**config.mk**
```make
export PLATFORM = sky130hd
export DESIGN_NAME = rle_decoder
export DESIGN_NICKNAME = d
export VERILOG_FILES = /design/src/rtl/rle_decoder.sv
export SDC_FILE = /design/constraint.sdc
export NUM_CORES = 1
export LEC_CHECK = 0
export ABC_AREA = 1
export CELL_PAD_IN_SITES_DETAIL_PLACEMENT = 0
export CELL_PAD_IN_SITES_GLOBAL_PLACEMENT = 2
export CORE_ASPECT_RATIO = 0.5
export CORE_MARGIN = 2
export CORE_UTILIZATION = 27
export DETAILED_ROUTE_END_ITERATION = 8
export PLACE_DENSITY_LB_ADDON = 0.1
export SETUP_SLACK_MARGIN = 0.3
export SLEW_MARGIN = 20
export SYNTH_ARGS = -nofsm -noshare
export SYNTH_HDL_FRONTEND = slang
export SYNTH_SLANG_ARGS = --single-unit
```
**constraint.sdc**
```tcl
create_clock -name clk -period 7.2 [get_ports clk]
set_clock_uncertainty 0.05 [all_clocks]
set_input_delay 1.8 -clock clk [delete_from_list [all_inputs] [get_ports clk]]
set_output_delay 1.8 -clock clk [all_outputs]
set_load 0.02 [all_outputs]
```
**src/rtl/rle_decoder.sv**
```systemverilog
// ---------------------------------------------------------------------------
// rle_decoder
//
// Run-length decoder. It reads a compressed frame of (count, symbol) byte
// pairs from a word-addressed single-port memory and expands each pair into
// `count` copies of `symbol`. The expanded bytes are packed little-endian into
// 32-bit words and written back to the same memory starting at out_addr.
// The block also reports how many bytes it decoded.
//
// Ports
//   clk              system clock, rising edge
//   reset            asynchronous, active-high
//   start            begin a frame (accepted only in IDLE or DONE)
//   rle_addr         byte address of compressed frame (word aligned)
//   rle_size         compressed length in bytes
//   out_addr         byte address for decoded output (word aligned)
//   out_size         decoded byte count, valid while done=1
//   done             frame finished, held until the next accepted start
//   port_A_clk       memory clock (equal to clk)
//   port_A_addr      memory byte address, low two bits always 0
//   port_A_we        1 = write, 0 = read
//   port_A_data_in   write data towards memory
//   port_A_data_out  read data from memory (registered inside the memory)
// ---------------------------------------------------------------------------
module rle_decoder #(
    parameter int ADDR_W = 16
) (
    input  logic              clk,
    input  logic              reset,
    input  logic              start,
    input  logic [31:0]       rle_addr,
    input  logic [31:0]       rle_size,
    input  logic [31:0]       out_addr,
    output logic [31:0]       out_size,
    output logic              done,
    output logic              port_A_clk,
    output logic [ADDR_W-1:0] port_A_addr,
    output logic              port_A_we,
    output logic [31:0]       port_A_data_in,
    input  logic [31:0]       port_A_data_out
);

    localparam logic [2:0] S_IDLE   = 3'd0;
    localparam logic [2:0] S_RD_REQ = 3'd1;
    localparam logic [2:0] S_RD_WAIT= 3'd2;
    localparam logic [2:0] S_PARSE  = 3'd3;
    localparam logic [2:0] S_EXPAND = 3'd4;
    localparam logic [2:0] S_WR     = 3'd5;
    localparam logic [2:0] S_FLUSH  = 3'd6;
    localparam logic [2:0] S_DONE   = 3'd7;

    logic [2:0]  state;
    logic [2:0]  state_n;
    logic        accept;

    // Frame reader registers
    logic [29:0] in_word_addr;
    logic [31:0] bytes_left;
    logic [31:0] in_word;
    logic [1:0]  in_ptr;
    logic        have_count;
    logic [7:0]  count_reg;
    logic [7:0]  cur_byte;

    // Run expander registers
    logic [7:0]  symbol;
    logic [7:0]  run_left;
    logic [31:0] acc;
    logic [1:0]  acc_ptr;
    logic [29:0] wr_word_addr;

    logic [29:0] mem_word_addr;
    logic        unused_bits;

    assign accept = start && ((state == S_IDLE) || (state == S_DONE));

    // Decide where to go once a run (or a skipped pair) is finished: flush or
    // finish when the frame is consumed, refetch when the current input word
    // has been fully parsed, otherwise keep parsing the same word.
    function automatic logic [2:0] after_run(input logic [31:0] left,
                                             input logic [1:0]  iptr,
                                             input logic [1:0]  aptr);
        if (left == 32'd0) begin
            after_run = (aptr != 2'd0) ? S_FLUSH : S_DONE;
        end else if (iptr == 2'd0) begin
            after_run = S_RD_REQ;
        end else begin
            after_run = S_PARSE;
        end
    endfunction

    // Select the byte of the input word the parse pointer is on.
    always_comb begin
        cur_byte = in_word[7:0];
        case (in_ptr)
            2'd0:    cur_byte = in_word[7:0];
            2'd1:    cur_byte = in_word[15:8];
            2'd2:    cur_byte = in_word[23:16];
            default: cur_byte = in_word[31:24];
        endcase
    end

    // Next-state logic. A symbol byte whose count is zero is treated exactly
    // like the end of a run, so zero-count pairs cost only their parse cycles.
    always_comb begin
        state_n = state;
        case (state)
            S_IDLE, S_DONE: begin
                if (start) begin
                    state_n = (rle_size == 32'd0) ? S_DONE : S_RD_REQ;
                end
            end
            S_RD_REQ:  state_n = S_RD_WAIT;
            S_RD_WAIT: state_n = S_PARSE;
            S_PARSE: begin
                if (have_count && (count_reg != 8'd0)) begin
                    state_n = S_EXPAND;
                end else begin
                    state_n = after_run(bytes_left - 32'd1, in_ptr + 2'd1, acc_ptr);
                end
            end
            S_EXPAND: begin
                if (acc_ptr == 2'd3) begin
                    state_n = S_WR;
                end else if (run_left == 8'd1) begin
                    state_n = after_run(bytes_left, in_ptr, acc_ptr + 2'd1);
                end else begin
                    state_n = S_EXPAND;
                end
            end
            S_WR: begin
                if (run_left != 8'd0) begin
                    state_n = S_EXPAND;
                end else begin
                    state_n = after_run(bytes_left, in_ptr, 2'd0);
                end
            end
            S_FLUSH:   state_n = S_DONE;
            default:   state_n = S_IDLE;
        endcase
    end

    // State register.
    always_ff @(posedge clk or posedge reset) begin
        if (reset) begin
            state <= S_IDLE;
        end else begin
            state <= state_n;
        end
    end

    // Frame reader: latches the frame on start, captures input words and
    // walks through their bytes. A count byte is held in count_reg until its
    // symbol arrives, which also covers a pair split across two words.
    always_ff @(posedge clk or posedge reset) begin
        if (reset) begin
            in_word_addr <= 30'd0;
            bytes_left   <= 32'd0;
            in_word      <= 32'd0;
            in_ptr       <= 2'd0;
            have_count   <= 1'b0;
            count_reg    <= 8'd0;
        end else if (accept) begin
            in_word_addr <= rle_addr[31:2];
            bytes_left   <= rle_size;
            in_ptr       <= 2'd0;
            have_count   <= 1'b0;
        end else begin
            case (state)
                S_RD_WAIT: begin
                    in_word      <= port_A_data_out;
                    in_word_addr <= in_word_addr + 30'd1;
                end
                S_PARSE: begin
                    bytes_left <= bytes_left - 32'd1;
                    in_ptr     <= in_ptr + 2'd1;
                    if (!have_count) begin
                        count_reg  <= cur_byte;
                        have_count <= 1'b1;
                    end else begin
                        have_count <= 1'b0;
                    end
                end
                default: begin
                end
            endcase
        end
    end

    // Run expander: loads the run on its symbol byte, then places one byte per
    // EXPAND cycle into the accumulator. The accumulator is cleared after every
    // write so a final partial word carries zeros in its unused upper bytes.
    always_ff @(posedge clk or posedge reset) begin
        if (reset) begin
            symbol       <= 8'd0;
            run_left     <= 8'd0;
            acc          <= 32'd0;
            acc_ptr      <= 2'd0;
            wr_word_addr <= 30'd0;
            out_size     <= 32'd0;
        end else if (accept) begin
            run_left     <= 8'd0;
            acc          <= 32'd0;
            acc_ptr      <= 2'd0;
            wr_word_addr <= out_addr[31:2];
            out_size     <= 32'd0;
        end else begin
            case (state)
                S_PARSE: begin
                    if (have_count) begin
                        symbol   <= cur_byte;
                        run_left <= count_reg;
                    end
                end
                S_EXPAND: begin
                    acc[{acc_ptr, 3'b000} +: 8] <= symbol;
                    acc_ptr  <= acc_ptr + 2'd1;
                    run_left <= run_left - 8'd1;
                    out_size <= out_size + 32'd1;
                end
                S_WR, S_FLUSH: begin
                    acc          <= 32'd0;
                    acc_ptr      <= 2'd0;
                    wr_word_addr <= wr_word_addr + 30'd1;
                end
                default: begin
                end
            endcase
        end
    end

    // done follows entry into DONE, but stays low on the accepting edge so a
    // restart (including a zero-length one) always shows at least one low cycle.
    always_ff @(posedge clk or posedge reset) begin
        if (reset) begin
            done <= 1'b0;
        end else begin
            done <= (state_n == S_DONE) && !accept;
        end
    end

    // Memory port decode: reads only in RD_REQ, writes only in WR/FLUSH, and
    // the address and data sit at zero in every other state.
    always_comb begin
        mem_word_addr = 30'd0;
        case (state)
            S_RD_REQ:       mem_word_addr = in_word_addr;
            S_WR, S_FLUSH:  mem_word_addr = wr_word_addr;
            default:        mem_word_addr = 30'd0;
        endcase
    end

    assign port_A_clk     = clk;
    assign port_A_we      = (state == S_WR) || (state == S_FLUSH);
    assign port_A_addr    = {mem_word_addr[ADDR_W-3:0], 2'b00};
    assign port_A_data_in = port_A_we ? acc : 32'd0;

    // Address bits that the word-aligned, ADDR_W-wide port never carries.
    assign unused_bits = ^{rle_addr[1:0], out_addr[1:0], mem_word_addr};

endmodule

```
== Word-level counts from Yosys, hierarchy flattened ==
Index checks and enable logic that the tools add are counted.

* Equality and inequality tests: 13
* Shifts and indexed selects: 2
* Bitwise operators: 2
* Mux-type cells: 38
* Reduce and logical (&&, ||, !) cells: 28
* Add/sub/neg operators: 8

{| class="wikitable"
|+ Operator list
! kind !! count
|-
| $mux W32 || 6
|-
| $mux W30 || 4
|-
| $logic_not A32 Y1 || 3
|-
| $pmux W32 S2 || 1
|-
| $add A30 B1 Y30 const B || 2
|-
| $add A32 B1 Y32 const B || 1
|-
| $bwmux W32 || 1
|-
| $shift A8 B7 Y32 const A || 1
|-
| $shiftx A8 B7 Y32 || 1
|-
| $sub A32 B1 Y32 const B || 1
|-
| $pmux W14 S2 || 1
|-
| $mux W3 || 9
|-
| $pmux W8 S3 || 1
|-
| $pmux W3 S7 || 1
|-
| $mux W8 || 2
|-
| $pmux W8 S2 || 1
|-
| $reduce_bool A8 Y1 || 2
|-
| $eq A3 B3 Y1 const B || 5
|-
| $reduce_bool A2 Y1 || 6
|-
| $mux W2 || 5
|-
| $eq A8 B1 Y1 const B || 1
|-
| $sub A8 B1 Y8 const B || 1
|-
| $neg A5 Y7 || 1
|-
| $eq A3 B2 Y1 const B || 2
|-
| other kinds (17) || 32
|}

* Bits in registers: 221
* Output and inout bits: 83
* Word-level logic and storage cells: 105
* Bits of input ports: 131

== Depth between registers and ports, before layout ==
* Depth in word-level cells: 9
* Depth in mapped cells: 18
* Gate-level depth less buffers: 18

==> flow_metrics.py <==
metrics = {
    "global_route": {
        "grt_pass1_wl_mm": 58.5,
        "grt_pass1_vias": 10500,
        "grt_max_degree": 162,
        "grt-ovfl-total": 0,
        "globalRouteTotalUtil_pct": 17.6,
        "antenna_found_initial": 0,
    },
    "timing": {
        "rsz0062_at_grt": "false",
        "max_slew_margin_pct": 30.3,
        "drv_slew": 0,
        "final.setup.tns_ps": 0,
        "final_hold_viol_count": 0,
        "hold-worst-slack_ps": 417,
        "timing.final.setup_violations": 0,
        "worst_slew_pin_slew_ps": 1050,
        "final_critical_path_setup_slack_ps": 978,
    },
    "logic_synthesis": {
        "yosysTopAreaCellShare_pct": 43.0,
        "mapped_cell_area_mm2": 0.0110,
        "postSynth.asyncResetShare_pct": 100,
        "ys.flop_type": "sky130_fd_sc_hd__dfrtp_1",
        "synthesis.area_per_instance_um2": 7.37,
        "synth_top_area_cells": "sky130_fd_sc_hd__dfrtp_1 43%, sky130_fd_sc_hd__nand2_1 13%, sky130_fd_sc_hd__inv_1 7.2%, sky130_fd_sc_hd__nor2_1 6.2%, sky130_fd_sc_hd__o21ai_0 5.0%",
        "synth_top_cell_by_area": "sky130_fd_sc_hd__dfrtp_1",
        "ys_ff_latch": 189,
        "syn_inst": 1493,
        "synthDistinctLibCells": 53,
        "yosysSeqAreaShare_pct": 43.0,
        "post_synth_edffs": 0,
        "synth.yosys.warnings": 0,
    },
    "setup_path": {
        "critPathBufInv": 3,
        "arrival_ps": 4370,
        "crit_path_end_kind": "output port",
        "crit_top_cell": "sky130_fd_sc_hd__clkbuf_16",
        "worst-r2r-setup-slack_ps": 4000,
        "critical-path-top-delay-family": "buffers and inverters",
        "crit_path_top_delay_cell": "sky130_fd_sc_hd__clkdlybuf4s50_1",
        "critical_path.max_stage_delay_ps": 520,
        "path_cells": "clkbuf_16, clkbuf_16, clkdlybuf4s50_1",
        "cp.required_ps": 5350,
        "worstSetupPathDepth": 3,
        "setup.worst_path.class": "clock port to output port",
        "reg2regPathDepth": 5,
        "crit_path_max_fanout": 2,
        "worst_setup_path_start_kind": "clock port",
    },
    "floorplan": {
        "full_die_area_mm2": 0.0425,
        "floorplan.initialDensity_pct": 27.3,
        "rows": 52,
        "core_area_mm2": 0.0403,
        "die_height_um": 147,
        "io_pins": 214,
        "floorplan.die.width_um": 290,
    },
    "clock_network": {
        "hold_buffers": 0,
        "post_cts_resize_count": 0,
        "tritoncts_clock_tree": "built",
        "cts.clk_slew.worst_paths_ps": 70,
        "clock_insertion_delay_worst_skew_ps": 560,
        "setup_fix_bufs_post_cts": 0,
    },
    "power_and_ir_drop": {
        "finalPower_uw": 5260,
        "power_leakage_uw": 0.00593,
        "worst_ir_drop_vdd_uv": 179,
        "pwr_density_cell_mw_per_mm2": 378,
    },
    "cells_and_area": {
        "layout_commonest_cell": "sky130_fd_sc_hd__nand2_1",
        "layout_cells_sized_above_1_pct": 6.69,
        "final_cell_mix": "374 x sky130_fd_sc_hd__nand2_1, 210 x sky130_fd_sc_hd__inv_1, 189 x sky130_fd_sc_hd__dfrtp_1, 180 x sky130_fd_sc_hd__nor2_1, 175 x sky130_fd_sc_hd__clkdlybuf4s50_1",
        "finish.utilization_pct": 34.5,
        "fin_nets": 1796,
        "areaGrowthSynthToFinish_pct": 26.5,
    },
    "placed_design": {
        "placement.io_buffers": 175,
        "placement.setup.worst_slack_ps": 1240,
        "post-dp-hpwl_mm": 26.9,
        "globalplace.congestion": 0.813,
    },
    "route": {
        "detail_route.wl_per_cell_um": 16.6,
        "drt-vias-per-instance": 4.67,
        "postRouteAntennaNets": 0,
        "vias": 10300,
        "first_iter_violations": 580,
        "drt_drc_violations_left": 0,
        "drt_wl_total_mm": 36.5,
        "detailedRoute.firstPassIterationCount": 5,
    },
    "flow_run": {
        "max_cap_viol_count": 0,
    },
    "run_status": {
        "run_status": "completed",
    },
    "hold_path": {
        "hold_path.class": "register to register",
        "holdPathStages": 1,
    },
}
==> metrics by stage <==
| stage | instance area (um2) | cells |
|---|---|---|
| floorplan | 11000 | 1494 |
| global placement | 13300 | 2166 |
| detailed placement | 13300 | 2166 |
| CTS | 13900 | 2200 |
| global route | 13900 | 2200 |
| finish | 13900 | 2201 |
==> synthesized netlist by cell type (2+ instances only) <==
cell,n
sky130_fd_sc_hd__a211oi_1,3
sky130_fd_sc_hd__a21oi_1,43
sky130_fd_sc_hd__a22oi_1,6
sky130_fd_sc_hd__a311oi_1,3
sky130_fd_sc_hd__a31oi_1,6
sky130_fd_sc_hd__buf_1,3
sky130_fd_sc_hd__buf_2,7
sky130_fd_sc_hd__buf_4,5
sky130_fd_sc_hd__buf_6,3
sky130_fd_sc_hd__clkbuf_1,30
sky130_fd_sc_hd__dfrtp_1,189
sky130_fd_sc_hd__ha_1,17
sky130_fd_sc_hd__inv_1,211
sky130_fd_sc_hd__inv_2,11
sky130_fd_sc_hd__nand2_1,374
sky130_fd_sc_hd__nand2_2,12
sky130_fd_sc_hd__nand3_1,63
sky130_fd_sc_hd__nand3_2,2
sky130_fd_sc_hd__nand4_1,24
sky130_fd_sc_hd__nor2_1,181
sky130_fd_sc_hd__nor2_2,17
sky130_fd_sc_hd__nor2_4,10
sky130_fd_sc_hd__nor3_1,16
sky130_fd_sc_hd__nor3_2,4
sky130_fd_sc_hd__nor4_1,14
sky130_fd_sc_hd__o211ai_1,25
sky130_fd_sc_hd__o21a_1,3
sky130_fd_sc_hd__o21ai_0,111
sky130_fd_sc_hd__o21ai_1,12
sky130_fd_sc_hd__o21ai_4,2
sky130_fd_sc_hd__o221a_2,3
sky130_fd_sc_hd__o221ai_1,25
sky130_fd_sc_hd__o22ai_1,28
sky130_fd_sc_hd__o311ai_0,3
sky130_fd_sc_hd__o31ai_1,2
sky130_fd_sc_hd__o32ai_1,2
sky130_fd_sc_hd__xnor2_1,3
sky130_fd_sc_hd__xor2_1,5
==> kinds of logic after synthesis <==
kind of cell / share of synthesized area, %
AOI/OAI and AO/OA: 15.6
xor gates and xnor gates: 0.637
adders and majority gates: 1.93
buffers and inverters: 9.73
DFF: 43.0
other: 0.0341
and+or+nand+nor: 29.1
==> path summary, 6_finish.rpt <==
kind | start | endpoint
worst max-delay path | clk | port_A_clk
min in group asynchronous | reset | out_size[5]$_DFFE_PP0P_
max in group asynchronous | reset | out_size[30]$_DFFE_PP0P_
worst min-delay path | out_size[31]$_DFFE_PP0P_ | out_size[31]$_DFFE_PP0P_
worst min register to register | out_size[31]$_DFFE_PP0P_ | out_size[31]$_DFFE_PP0P_
worst max register to register | state[2]$_DFF_PP0_ | acc[29]$_DFFE_PP0P_
==> worst reg2reg max path, cell delays in order (launching register included) <==
cell and delay [ps]:
sky130_fd_sc_hd__dfrtp_1 670, sky130_fd_sc_hd__nand2_4 110, sky130_fd_sc_hd__nor2_4 670, sky130_fd_sc_hd__inv_2 420, sky130_fd_sc_hd__o21ai_0 920, sky130_fd_sc_hd__o21ai_0 200
==> report_power, final <==
group,internal [uW],total [uW],switching [uW]
logic,799,2490,1690
registers,1410,1700,289
clock network,557,1060,506
==> routing by layer <==
metal,vias up,global-route usage (%),part of all wire (%)
li1,5196,-,-
met3,26,2.39,2.4
met1,4915,25.0,51
met5,-,0,0
met4,0,4.85,1.3
met2,137,27.8,45
==> final cells by class <==
type | count | area (um2)
Tap cell | 540 | 676
Clock inverter | 12 | 118
Timing Repair Buffer | 180 | 1800
Fill cell | 4323 | 26400
Clock buffer | 23 | 538
Antenna cell | 1 | 2.50
Multi-Input combinational cell | 1034 | 5220
Sequential cell | 189 | 4730
Inverter | 222 | 838
Power figures use the tool's default switching activity.
